<file path="src/rtl/pipeline_result_pkg.sv">
// ==========================================================================
// pipeline_result_pkg: types shared by the (a+b)*c pipeline and its result buffer
// Rev 1.0
// ==========================================================================
`default_nettype none

package pipeline_result_pkg;

   localparam int RESULT_W = 16;

   typedef logic [RESULT_W-1:0] result_t;

   typedef struct packed {
      logic [31:0] accepted;
      logic [15:0] dropped;
      result_t     max;
   } result_stats_t;

   function automatic logic [15:0] sat_inc16(input logic [15:0] v);
      return (v == 16'hFFFF) ? v : v + 16'd1;
   endfunction

endpackage

`default_nettype wire

</file>
<file path="src/rtl/result_fifo_mem.sv">
// ==========================================================================
// result_fifo_mem: DEPTH x DATA_W storage, synchronous write, asynchronous read
// Rev 1.0
// ==========================================================================
`default_nettype none

module result_fifo_mem #(
   parameter int DATA_W = 16,
   parameter int DEPTH  = 8,
   parameter int AW     = $clog2(DEPTH)
) (
   input  logic              clk,
   input  logic              wr_en,
   input  logic [AW-1:0]     wr_addr,
   input  logic [DATA_W-1:0] wr_data,
   input  logic [AW-1:0]     rd_addr,
   output logic [DATA_W-1:0] rd_data
);

   logic [DATA_W-1:0] mem [DEPTH];

   always_ff @(posedge clk) begin
      if (wr_en) mem[wr_addr] <= wr_data;
   end

   assign rd_data = mem[rd_addr];

endmodule

`default_nettype wire

</file>
<file path="src/rtl/pipeline_result_buffer.sv">
// ==========================================================================
// pipeline_result_buffer: result FIFO with skid-reserving back-pressure.
// Optional statistics outputs: PIPELINE_RESULT_STATS_EN.   Rev 1.0
// ==========================================================================
`default_nettype none

module pipeline_result_buffer
   import pipeline_result_pkg::*;
#(
   parameter int DATA_W = 16,
   parameter int DEPTH  = 8,
   parameter int SKID   = 4
) (
   input  logic                       clk,
   input  logic                       reset_n,
   input  logic                       flush,
   input  logic                       in_valid,
   input  logic [DATA_W-1:0]          in_data,
   output logic                       pipe_enable,
   output logic                       out_valid,
   input  logic                       out_ready,
   output logic [DATA_W-1:0]          out_data,
   output logic [$clog2(DEPTH+1)-1:0] count,
   output logic                       overflow
`ifdef PIPELINE_RESULT_STATS_EN
   ,
   output logic [31:0]                stat_accepted,
   output logic [15:0]                stat_dropped,
   output logic [DATA_W-1:0]          stat_max
`endif
);

   localparam int AW = $clog2(DEPTH);
   localparam int CW = $clog2(DEPTH+1);
   localparam logic [CW-1:0] FULL_CNT = CW'(DEPTH);
   localparam logic [CW-1:0] EN_MAX   = CW'(DEPTH - SKID);

   logic [AW-1:0] wr_ptr;
   logic [AW-1:0] rd_ptr;
   logic          full;
   logic          push;
   logic          pop;
   logic          drop;
   logic          wr_en;

   assign full      = (count == FULL_CNT);
   assign out_valid = (count != '0);
   assign pop       = out_valid && out_ready;
   // A pop frees the slot this edge, so a full FIFO still accepts a write.
   assign push      = in_valid && (!full || pop);
   assign drop      = in_valid && !push;
   assign wr_en     = push && reset_n && !flush;

   assign pipe_enable = reset_n && (count <= EN_MAX);

   result_fifo_mem #(
      .DATA_W (DATA_W),
      .DEPTH  (DEPTH),
      .AW     (AW)
   ) u_mem (
      .clk     (clk),
      .wr_en   (wr_en),
      .wr_addr (wr_ptr),
      .wr_data (in_data),
      .rd_addr (rd_ptr),
      .rd_data (out_data)
   );

   always_ff @(posedge clk) begin
      if (!reset_n || flush) begin
         wr_ptr   <= '0;
         rd_ptr   <= '0;
         count    <= '0;
         overflow <= 1'b0;
      end else begin
         if (push) wr_ptr <= wr_ptr + AW'(1);
         if (pop)  rd_ptr <= rd_ptr + AW'(1);
         if (push && !pop)      count <= count + CW'(1);
         else if (pop && !push) count <= count - CW'(1);
         if (drop) overflow <= 1'b1;
      end
   end

`ifdef PIPELINE_RESULT_STATS_EN
   always_ff @(posedge clk) begin
      if (!reset_n || flush) begin
         stat_accepted <= '0;
         stat_dropped  <= '0;
         stat_max      <= '0;
      end else begin
         if (push) begin
            stat_accepted <= stat_accepted + 32'd1;
            if (in_data > stat_max) stat_max <= in_data;
         end
         if (drop) stat_dropped <= sat_inc16(stat_dropped);
      end
   end
`endif

endmodule

`default_nettype wire

</file>
<file path="config.mk">
export PLATFORM = sky130hd
export DESIGN_NAME = pipeline_result_buffer
export DESIGN_NICKNAME = d
export VERILOG_FILES = /design/src/rtl/pipeline_result_pkg.sv /design/src/rtl/result_fifo_mem.sv /design/src/rtl/pipeline_result_buffer.sv
export SDC_FILE = /design/constraint.sdc
export NUM_CORES = 1
export LEC_CHECK = 0
export ABC_CLOCK_PERIOD_IN_PS = 9300
export CAP_MARGIN = 40
export CELL_PAD_IN_SITES_DETAIL_PLACEMENT = 1
export CELL_PAD_IN_SITES_GLOBAL_PLACEMENT = 1
export CORE_ASPECT_RATIO = 0.7
export CORE_MARGIN = 2
export CORE_UTILIZATION = 54
export DETAILED_ROUTE_END_ITERATION = 10
export HOLD_SLACK_MARGIN = 0.02
export PLACE_DENSITY = 0.83
export SLEW_MARGIN = 10
export SYNTH_ARGS = -nofsm -noshare
export SYNTH_HDL_FRONTEND = slang
export SYNTH_SLANG_ARGS = --single-unit
</file>
<file path="constraint.sdc">
create_clock -name clk -period 9.3 [get_ports clk]
set_clock_uncertainty 0.15 [all_clocks]
set_input_delay 2.79 -clock clk [delete_from_list [all_inputs] [get_ports clk]]
set_output_delay 2.79 -clock clk [all_outputs]
set_load 0.05 [all_outputs]
</file>
==> impl_metrics.toml <==
[outcome]
status = "complete, no violations"

[routing]
viasPerCell = 5.80
vias = 2754
wl_um = 11000
drc = 0
drt-initial-drc-count = 125
drt.antenna.violating_nets = 0
wl_per_cell_um = 23.1
drt-pass1-iter-count = 4

[sta]
fin_crit_sh_pct = 77.6
clock.fmax_mhz = 139
worst_slew_pin_slew_ns = 0.632
final_max_slew_viol_count = 0
setup_tns_ns = 0
finalCriticalPeriod_ns = 7.21
setup_slack_ns = 2.09
hold_viol = 0
slew_headroom_pct = 57.8
setup_violations = 0
rsz0062_at_grt = "false"

[setup_path]
regToRegSetupSlack_ns = 6.40
endpoint_kind = "output pin"
crit_required_ns = 6.36
cp_slowest_stage_delay_ns = 0.82
crit_chain = "clkdlybuf4s50_1 -> and3_1 -> clkdlybuf4s50_1"
worstRegToRegCells = 10
critPathLaunch = "reset_n"
crit_top_cell = "clkdlybuf4s50_1"
timing.rr.start = "count[0]"
reg2reg_to = "count[3]"
critPathKind = "in -> out"
startpoint_type = "input pin"
crit_fanout = 2
arrival_ns = 4.27
crit_slowest_cell = "clkdlybuf4s50_1"

[global_routing]
grt_max_degree = 33
grt_first_pass_wirelength_um = 16300
grt_usage_pct = 20.6
gr-total-overflow = 0
first_global_vias = 2939
grt_antenna_before_repair = 0

[logic_synthesis]
ys_seq_area_share_pct = 73.5
synth_edf_count = 128
yosys-top-cells-area = "edfxtp_1, mux4_1, dfxtp_1"
yosysWarnings = 0
ys_ff_latch = 142
netlist_instances = 268
synth_flop_cell = "edfxtp_1"
synth.distinct_cells = 30
syn_area_per_cell_um2 = 20.9
synth_top_area_share_pct = 68.5
synthArstFlopShare_pct = 0
synth_nets = 295
netlist.top_cell.by_area = "edfxtp_1"
synthesis.area_um2 = 5610

[finish]
final_util_pct = 66.5
fin_area_um2 = 6810
fillCellCount = 850
seqCellArea_um2 = 4120
multi_input_area_um2 = 1410
drive_gt1_share_pct = 19.0
diodes = 0
layout.nets = 357
syn2layout_area_growth_pct = 21.3

[floorplan]
rows = 31
core_area_um2 = 10200
die_h_um = 89.3
dieArea_um2 = 11200
ios = 44
die_x_um = 126
start_util_pct = 54.8

[placed_design]
portBuffers = 43
place_area_um2 = 6230
hpwl_um = 6670
place.gp.congestion = 0.734
pre_cts_slack_ns = 2.11

[power]
p_leak_nw = 2.26
pwr_density_cell_nw_per_um2 = 219
total_power_mw = 1.49
vdd.ir_drop.worst_v = 0.000207

[cts]
hold_buffers = 0
clk_path_buf_depth = 2
cts_buffers = 17
postCtsResizedCells = 0
cts_root_buf = "clkbuf_16"
clk_pin_slew_worst_paths_ns = 0.06
post_cts_buffers = 0
cts.sinks = 142
clk_latency_ns = 0.41
htreeDepth = 4
tritoncts = "done"

[hold_path]
hold_depth = 2
hold_start = "overflow"
hold_end = "overflow"
hold_path_class = "reg -> reg"

[job]
max-cap-violations = 0
[registers in the layout, summed over array words and instances, names as in the netlist, named ones only]
name	cells
u_mem.mem	128
count	4
rd_ptr	3
wr_ptr	3
overflow	1
[cells by family (layout without fill, tap and decap cells)]
logic type	Yosys count	count (layout)	share of synthesized area (%)
compound gates	11	11	1.20
buf+inv	15	90	1.56
fa+ha+maj	6	6	1.47
flops	142	142	73.5
xor+xnor	6	6	0.937
simple gates	39	39	3.21
mux	49	49	18.1
[per-stage QoR]
stage	std cells	hold WS (ns)
floorplan	268	0.304
global placement	442	0.299
detailed placement	443	0.317
CTS	475	0.331
global route	475	0.366
finish	475	0.317
[metal layers]
metal	share of wire [%]	global-route usage (%)	vias to the layer above
met3	4.7	5.27	10
met2	50	34.3	74
met5	0	0	-
met4	1.2	7.99	0
li1	-	-	1234
met1	44	27.0	1436
[area by class of cell]
type	count	share of cell area (%)
clock buffers	18	6.31
clock inverters	14	2.10
inverters	4	0.221
multi-input cells	111	20.7
flip-flops and latches	142	60.6
well taps	132	2.43
repair buffers	54	7.65
[critical path, delay by kind of cell]
family	cells	cell delay [ns]
and+or+nand+nor	1	0.16
buffers and inverters	2	1.31
[synth_stat cells, types with 2 or more instances]
cell type	count
nand2_1	5
ha_1	5
nand2b_1	4
edfxtp_1	128
buf_1	2
a21oi_1	5
nand3_1	5
or3_1	2
nor3_1	2
nor2_1	19
mux4_1	28
mux4_2	4
clkbuf_1	4
xnor2_1	2
inv_1	4
buf_6	4
mux2_2	16
xor2_1	4
dfxtp_1	14
[how the worst max path moves through the flow]
stage / to / slack, ns / depth (start not counted)
after floorplan: pipe_enable / 3.13 / 1
after global placement: pipe_enable / 2.16 / 3
final: pipe_enable / 2.09 / 3
after CTS: pipe_enable / 2.10 / 3
after detailed placement: pipe_enable / 2.11 / 3
after global routing: pipe_enable / 2.06 / 3
[power by group]
part	switching, mW	internal, mW	total, mW
logic	0.0787	0.0543	0.133
clock network	0.254	0.394	0.648
registers	0.00583	0.702	0.708
[placed cells by master (no fill, tap or decap), types with 3 or more instances in the layout]
| cell | count |
|---|---|
| a21oi_1 | 5 |
| buf_4 | 10 |
| clkbuf_16 | 17 |
| clkdlybuf4s50_1 | 43 |
| clkinv_2 | 4 |
| clkinv_4 | 3 |
| dfxtp_1 | 14 |
| edfxtp_1 | 128 |
| ha_1 | 5 |
| inv_1 | 4 |
| mux2_2 | 16 |
| mux4_1 | 28 |
| mux4_2 | 4 |
| nand2_1 | 5 |
| nand2b_1 | 4 |
| nand3_1 | 5 |
| nor2_1 | 19 |
| xor2_1 | 4 |
Power figures use the tool's default switching activity.
